==> src/rtl/harmony_beat_sequencer_if.sv <==
// ---------------------------------------------------------------------------
// harmony_beat_sequencer_if
// Control/status bundle between the beat sequencer and its user.
//   play      : level, 1 = run, 0 = pause
//   restart   : one-cycle pulse, rewind to beat 0
//   loop_en   : 1 = wrap after the last beat
//   tempo_sel : 00 nominal, 01 half, 10 double, 11 quadruple speed
//   beats     : beat index to the players, 8'hFF = silence
//   beat_tick : one-cycle pulse with each new beat index
//   playing   : sequencer is in PLAY
//   done      : sequencer is in DONE
// master drives the controls, slave (the sequencer) drives the status.
// ---------------------------------------------------------------------------
interface harmony_beat_sequencer_if;
    logic       play;
    logic       restart;
    logic       loop_en;
    logic [1:0] tempo_sel;
    logic [7:0] beats;
    logic       beat_tick;
    logic       playing;
    logic       done;

    modport master (
        output play, restart, loop_en, tempo_sel,
        input  beats, beat_tick, playing, done
    );

    modport slave (
        input  play, restart, loop_en, tempo_sel,
        output beats, beat_tick, playing, done
    );
endinterface

==> src/rtl/harmony_beat_sequencer.sv <==
// ---------------------------------------------------------------------------
// harmony_beat_sequencer
// Divides CLOCK_50 into beat periods and steps the beat index 0..LAST_BEAT
// for the harmony/melody player lookup tables. Silence is signalled with the
// out-of-range index 8'hFF.
// Ports:
//   CLOCK_50 : system clock, rising edge
//   rst      : asynchronous active-high reset
//   bus      : harmony_beat_sequencer_if.slave (controls in, status out)
//
// state | meaning
// ------+--------------------------------------------------------------
// IDLE  | stopped, silent, waiting for play
// PLAY  | counting ticks, beats = idx
// PAUSE | idx/tick_cnt frozen, silent, waiting for play
// DONE  | song ended without loop, silent until play drops
// ---------------------------------------------------------------------------
module harmony_beat_sequencer #(
    parameter int unsigned TICKS_PER_BEAT = 6250000,
    parameter int unsigned LAST_BEAT      = 158
) (
    input  logic                      CLOCK_50,
    input  logic                      rst,
    harmony_beat_sequencer_if.slave   bus
);

    localparam logic [31:0] TPB      = 32'(TICKS_PER_BEAT);
    localparam logic [7:0]  LAST_IDX = 8'(LAST_BEAT);
    localparam logic [7:0]  SILENT   = 8'hFF;

    typedef enum logic [1:0] {
        IDLE  = 2'd0,
        PLAY  = 2'd1,
        PAUSE = 2'd2,
        DONE  = 2'd3
    } state_t;

    state_t      state_q, state_d;
    logic [7:0]  idx_q, idx_d;
    logic [31:0] tick_cnt_q, tick_cnt_d;
    logic [31:0] period_q, period_d;
    logic [7:0]  beats_q, beats_d;
    logic        beat_tick_q, beat_tick_d;
    logic        playing_q, playing_d;
    logic        done_q, done_d;

    logic [31:0] period_sel;

    // Beat length requested by the current tempo; only sampled at beat start.
    always_comb begin
        period_sel = TPB;
        case (bus.tempo_sel)
            2'b00:   period_sel = TPB;
            2'b01:   period_sel = TPB << 1;
            2'b10:   period_sel = TPB >> 1;
            default: period_sel = TPB >> 2;
        endcase
        if (period_sel == 32'd0) begin
            period_sel = 32'd1;
        end
    end

    always_comb begin
        state_d     = state_q;
        idx_d       = idx_q;
        tick_cnt_d  = tick_cnt_q;
        period_d    = period_q;
        beat_tick_d = 1'b0;

        if (bus.restart) begin
            idx_d      = 8'd0;
            tick_cnt_d = 32'd0;
            period_d   = period_sel;
            if (bus.play) begin
                state_d     = PLAY;
                beat_tick_d = 1'b1;
            end else begin
                state_d = IDLE;
            end
        end else begin
            case (state_q)
                IDLE: begin
                    if (bus.play) begin
                        state_d     = PLAY;
                        idx_d       = 8'd0;
                        tick_cnt_d  = 32'd0;
                        period_d    = period_sel;
                        beat_tick_d = 1'b1;
                    end
                end
                PLAY: begin
                    // Pause takes priority over a coincident beat boundary.
                    if (!bus.play) begin
                        state_d = PAUSE;
                    end else if (tick_cnt_q == period_q - 32'd1) begin
                        tick_cnt_d = 32'd0;
                        period_d   = period_sel;
                        if (idx_q < LAST_IDX) begin
                            idx_d       = idx_q + 8'd1;
                            beat_tick_d = 1'b1;
                        end else if (bus.loop_en) begin
                            idx_d       = 8'd0;
                            beat_tick_d = 1'b1;
                        end else begin
                            state_d = DONE;
                        end
                    end else begin
                        tick_cnt_d = tick_cnt_q + 32'd1;
                    end
                end
                PAUSE: begin
                    if (bus.play) begin
                        state_d = PLAY;
                    end
                end
                DONE: begin
                    if (!bus.play) begin
                        state_d = IDLE;
                    end
                end
                default: state_d = IDLE;
            endcase
        end

        // Outputs follow the next state so they are registered alongside it.
        beats_d   = (state_d == PLAY) ? idx_d : SILENT;
        playing_d = (state_d == PLAY);
        done_d    = (state_d == DONE);
    end

    always_ff @(posedge CLOCK_50 or posedge rst) begin
        if (rst) begin
            state_q     <= IDLE;
            idx_q       <= 8'd0;
            tick_cnt_q  <= 32'd0;
            period_q    <= TPB;
            beats_q     <= SILENT;
            beat_tick_q <= 1'b0;
            playing_q   <= 1'b0;
            done_q      <= 1'b0;
        end else begin
            state_q     <= state_d;
            idx_q       <= idx_d;
            tick_cnt_q  <= tick_cnt_d;
            period_q    <= period_d;
            beats_q     <= beats_d;
            beat_tick_q <= beat_tick_d;
            playing_q   <= playing_d;
            done_q      <= done_d;
        end
    end

    assign bus.beats     = beats_q;
    assign bus.beat_tick = beat_tick_q;
    assign bus.playing   = playing_q;
    assign bus.done      = done_q;

endmodule

==> src/flat_wrapper.sv <==
// flat-port wrapper written by rule: the top's interface ports become plain ports
module harmony_beat_sequencer_flat 
#(
    parameter int unsigned TICKS_PER_BEAT = 6250000,
    parameter int unsigned LAST_BEAT      = 158
)
  (CLOCK_50, rst, bus_play, bus_restart, bus_loop_en, bus_tempo_sel, bus_beats, bus_beat_tick, bus_playing, bus_done);
  harmony_beat_sequencer_if bus_i ();
  input  logic CLOCK_50;
  input  logic rst;
  input wire logic [$bits(bus_i.play)-1:0] bus_play;
  input wire logic [$bits(bus_i.restart)-1:0] bus_restart;
  input wire logic [$bits(bus_i.loop_en)-1:0] bus_loop_en;
  input wire logic [$bits(bus_i.tempo_sel)-1:0] bus_tempo_sel;
  output wire logic [$bits(bus_i.beats)-1:0] bus_beats;
  output wire logic [$bits(bus_i.beat_tick)-1:0] bus_beat_tick;
  output wire logic [$bits(bus_i.playing)-1:0] bus_playing;
  output wire logic [$bits(bus_i.done)-1:0] bus_done;
  assign bus_i.play = bus_play;
  assign bus_i.restart = bus_restart;
  assign bus_i.loop_en = bus_loop_en;
  assign bus_i.tempo_sel = bus_tempo_sel;
  assign bus_beats = bus_i.beats;
  assign bus_beat_tick = bus_i.beat_tick;
  assign bus_playing = bus_i.playing;
  assign bus_done = bus_i.done;
  harmony_beat_sequencer #(.TICKS_PER_BEAT(TICKS_PER_BEAT), .LAST_BEAT(LAST_BEAT)) u_core (.CLOCK_50(CLOCK_50), .rst(rst), .bus(bus_i));
endmodule
==> config.mk <==
export PLATFORM = sky130hd
export DESIGN_NAME = harmony_beat_sequencer_flat
export DESIGN_NICKNAME = d
export VERILOG_FILES = /design/src/rtl/harmony_beat_sequencer_if.sv /design/src/rtl/harmony_beat_sequencer.sv /design/src/flat_wrapper.sv
export SDC_FILE = /design/constraint.sdc
export NUM_CORES = 1
export LEC_CHECK = 0
export CELL_PAD_IN_SITES_DETAIL_PLACEMENT = 1
export CELL_PAD_IN_SITES_GLOBAL_PLACEMENT = 1
export CORE_MARGIN = 5
export CORE_UTILIZATION = 48
export DETAILED_ROUTE_END_ITERATION = 10
export PLACE_DENSITY_LB_ADDON = 0.1
export SLEW_MARGIN = 20
export SYNTH_ARGS = -nofsm -noshare
export SYNTH_HDL_FRONTEND = slang
export SYNTH_SLANG_ARGS = --single-unit
export TNS_END_PERCENT = 5
==> constraint.sdc <==
create_clock -name CLOCK_50 -period 3.5 [get_ports CLOCK_50]
set_input_delay 0.525 -clock CLOCK_50 [delete_from_list [all_inputs] [get_ports CLOCK_50]]
set_output_delay 0.525 -clock CLOCK_50 [all_outputs]
set_load 0.01 [all_outputs]
==> results.json <==
{
  "hold_start": "u_core.period_q[14]",
  "clkLatencyLatePin_ns": 0.34,
  "cts_tree": "yes",
  "gp_congestion": 0.9314,
  "min_period_over_period": 0.9260,
  "outcome": "completed",
  "p_int_mw": 1.269,
  "clock.fmax_ghz": 0.3086,
  "grt_max_degree": 33,
  "startpoint": "u_core.period_q[3]",
  "die_height_um": 97.07,
  "cts_setup_buffers": 0,
  "num_antenna_cells": 0,
  "finalHoldViolations": 0,
  "slew_headroom": 0.4834,
  "synth_cell_type_count": 58,
  "final_nets": 404,
  "syn_nets": 378,
  "cp_cell_sequence": "inv_1 > ha_1 > xnor2_1 > xnor2_1 > or4_4 > a2111o_2 > a21oi_4 > buf_4 > mux2i_1",
  "drc": 0,
  "synth_seq_cells": 64,
  "drt_pass1_iterations": 4,
  "io_pins": 18,
  "nFillCells": 810,
  "reg2reg_slack_ns": 0.26,
  "cp_max_fo": 15,
  "dp_hpwl_um": 6492,
  "syn_avg_cell_area_um2": 10.08,
  "yosys_warnings": 0,
  "ant_nets": 0,
  "dieArea_um2": 9422,
  "synthFlopType": "dfrtp_1",
  "end_kind": "flop",
  "max_slew.worst_pin.slew_ns": 0.7683,
  "core_area_um2": 7331,
  "leakage_nw": 1.742,
  "syn_area_um2": 3638,
  "cp_data_required_time_ns": 3.77,
  "die_w_um": 97.07,
  "worstHoldPathType": "reg -> reg",
  "regArea_um2": 1618,
  "cts.clk_slew.worst_paths_ns": 0.07,
  "via_per_inst": 5.615,
  "ctsHoldBuffers": 0,
  "overflow": 0,
  "cts_resized": 0,
  "holdPathStages": 2,
  "clock_sinks": 64,
  "grt_util_all_layers": 0.1996,
  "finalMaxSlewViolations": 0,
  "fin_cells": 491,
  "h-tree-depth": 3,
  "rr_endpoint": "u_core.period_q[14]",
  "r2r_start": "u_core.period_q[3]",
  "fin_setup_tns_ns": 0,
  "cp_slowest_stage_delay_ns": 0.55,
  "synthToLayoutAreaGrowth_pct": 13.45,
  "power.share.switching": 0.2525,
  "final.setup_skew_ns": 0.008696,
  "ir_drop_mv": 0.3297,
  "setup_viol": 0,
  "cts_buffer_depth": 2,
  "row_count": 31,
  "grt_pass1_vias": 2956,
  "vias": 2757,
  "dr.first_iter.drc_count": 91,
  "avgRoutedWirePerCell_um": 18.40,
  "crit_arrival_ns": 3.51,
  "grt_first_pass_wirelength_um": 15200,
  "placed_cell_area_um2": 3910,
  "synth-async-reset-ratio": 1.000,
  "power_frac_comb": 0.118,
  "finalPower_mw": 1.697,
  "switchingPower_uw": 428.5,
  "dp_slack_ns": 0.2948,
  "fin_ws_ns": 0.2592,
  "reg2reg_depth": 9,
  "stdcell_area_um2": 4128,
  "antenna_found_initial": 0,
  "cts-root-buf": "clkbuf_8",
  "rsz0062_at_grt": "no",
  "multi_input_comb_area_um2": 1841,
  "cts_made_buffers": 9,
  "wirelength_um": 9035,
  "cap_viol_max_count": 0,
  "cp_slowest_cell": "or4_4",
  "hold_path_end": "u_core.period_q[14]",
  "synth_edf_count": 0,
  "dp.cells": 475,
  "power.share.clock": 0.409,
  "initial_core_util": 0.4963,
  "path_class": "reg -> reg",
  "synthCells": 361,
  "drive_gt1_frac": 0.1607,
  "path_common_cell": "xnor2_1",
  "seq_area_frac_synth": 0.4446,
  "finalCriticalPeriod_ns": 3.241,
  "seq_power_share": 0.473,
  "power.density_nw_per_um2": 411.1,
  "io_buffers": 17,
  "cp-start-kind": "flop"
}
metal layers:
metal	GRT usage	part of all wire	wire length, um	up-vias
li1	-	-	-	1319
met3	0.04523	0.036	321	15
met5	0	0	0	-
met1	0.2631	0.46	4150	1378
met2	0.3238	0.49	4383	45
met4	0.06803	0.020	179	0
cell usage in the layout, fill, tap and decap left out, types with 7 or more instances in the layout:
cell type	instances
a21oi_1	9
and3_1	10
xnor2_1	22
nor2_1	43
dfrtp_1	51
clkbuf_8	13
inv_1	17
xor2_1	24
buf_4	12
nand4_1	7
dfstp_2	13
ha_1	10
nor3_1	12
nand2_1	27
nand3_1	16
clkdlybuf4s50_1	17
state kept, by name, summed over array words and instances (netlist names):
name	flops
u_core.bus.beats	8
u_core.bus.playing	1
u_core.bus.done	1
u_core.idx_q	8
u_core.tick_cnt_q	32
u_core.bus.beat_tick	1
u_core.period_q	11
u_core.state_q	2
worst max-delay path by stage:
| stage | to | slack (ns) | cells past startpoint |
|---|---|---|---|
| floorplan | u_core.period_q[3] | 0.73 | 10 |
| global placement | u_core.period_q[14] | 0.40 | 9 |
| detailed placement | u_core.period_q[14] | 0.29 | 9 |
| CTS | u_core.period_q[14] | 0.26 | 9 |
| global route | u_core.period_q[14] | 0.11 | 9 |
| finish | u_core.period_q[14] | 0.26 | 9 |
through the flow:
step / util / hold slack [ns]
5_1_grt: 0.5631 / 0.5146
6_report: 0.5631 / 0.4766
3_5_place_dp: 0.5334 / 0.4714
3_3_place_gp: 0.5334 / 0.4632
4_1_cts: 0.5631 / 0.4820
2_1_floorplan: - / 0.4496
cells in the mapped netlist, types with 5 or more instances:
master | n | area [um2]
nor4_1 | 6 | 37.54
xnor2_1 | 22 | 192.7
dfstp_2 | 13 | 341.6
xor2_1 | 24 | 210.2
mux2i_1 | 6 | 60.06
nor3_1 | 12 | 60.06
o211ai_1 | 6 | 45.04
nand2_1 | 27 | 101.4
a21oi_1 | 9 | 45.04
nand4_1 | 7 | 43.79
nand3_1 | 16 | 80.08
dfrtp_1 | 51 | 1276
inv_1 | 18 | 67.56
or3_1 | 5 | 31.28
ha_1 | 10 | 125.1
o21ai_0 | 6 | 30.03
buf_6 | 5 | 56.30
and3_1 | 10 | 62.56
nor2_1 | 43 | 161.4
final cells by class:
cell class | count | share of cell area
Clock buffer | 14 | 0.04426
Clock inverter | 2 | 0.008487
Multi-Input combinational cell | 265 | 0.4459
Sequential cell | 64 | 0.3919
Timing Repair Buffer | 29 | 0.06305
Tap cell | 99 | 0.03001
Inverter | 18 | 0.01637
power by group through the flow:
stage / Clock, mW / Combinational, mW / Sequential (mW)
4_1_cts: 0.715 / 0.203 / 0.803
6_report: 0.693 / 0.200 / 0.803
3_5_place_dp: 0 / 0.201 / 0.816
5_1_grt: 0.750 / 0.220 / 0.806
3_3_place_gp: 0 / 0.195 / 0.816
2_1_floorplan: 0 / 0.154 / 0.805
kinds of logic (layout without fill, tap and decap cells):
logic type / after synthesis / after routing / share of synthesized area
adder cells (fa/ha/maj): 10 / 10 / 0.03439
buffers and inverters: 32 / 63 / 0.04951
AND/OR/NAND/NOR: 148 / 148 / 0.2142
multiplexers: 11 / 11 / 0.03301
AO/OA/AOI/OAI: 49 / 49 / 0.1070
flip-flops: 64 / 64 / 0.4446
XOR/XNOR: 47 / 47 / 0.1173
critical path, delay by kind of cell (launching register included):
kind,cells,cell delay [ns]
mux,1,0.20
compound gates,2,0.94
fa+ha+maj,1,0.26
buf+inv,2,0.41
simple gates,1,0.55
flops,1,0.52
xor+xnor,2,0.29
(Power assumes the default switching activity.)
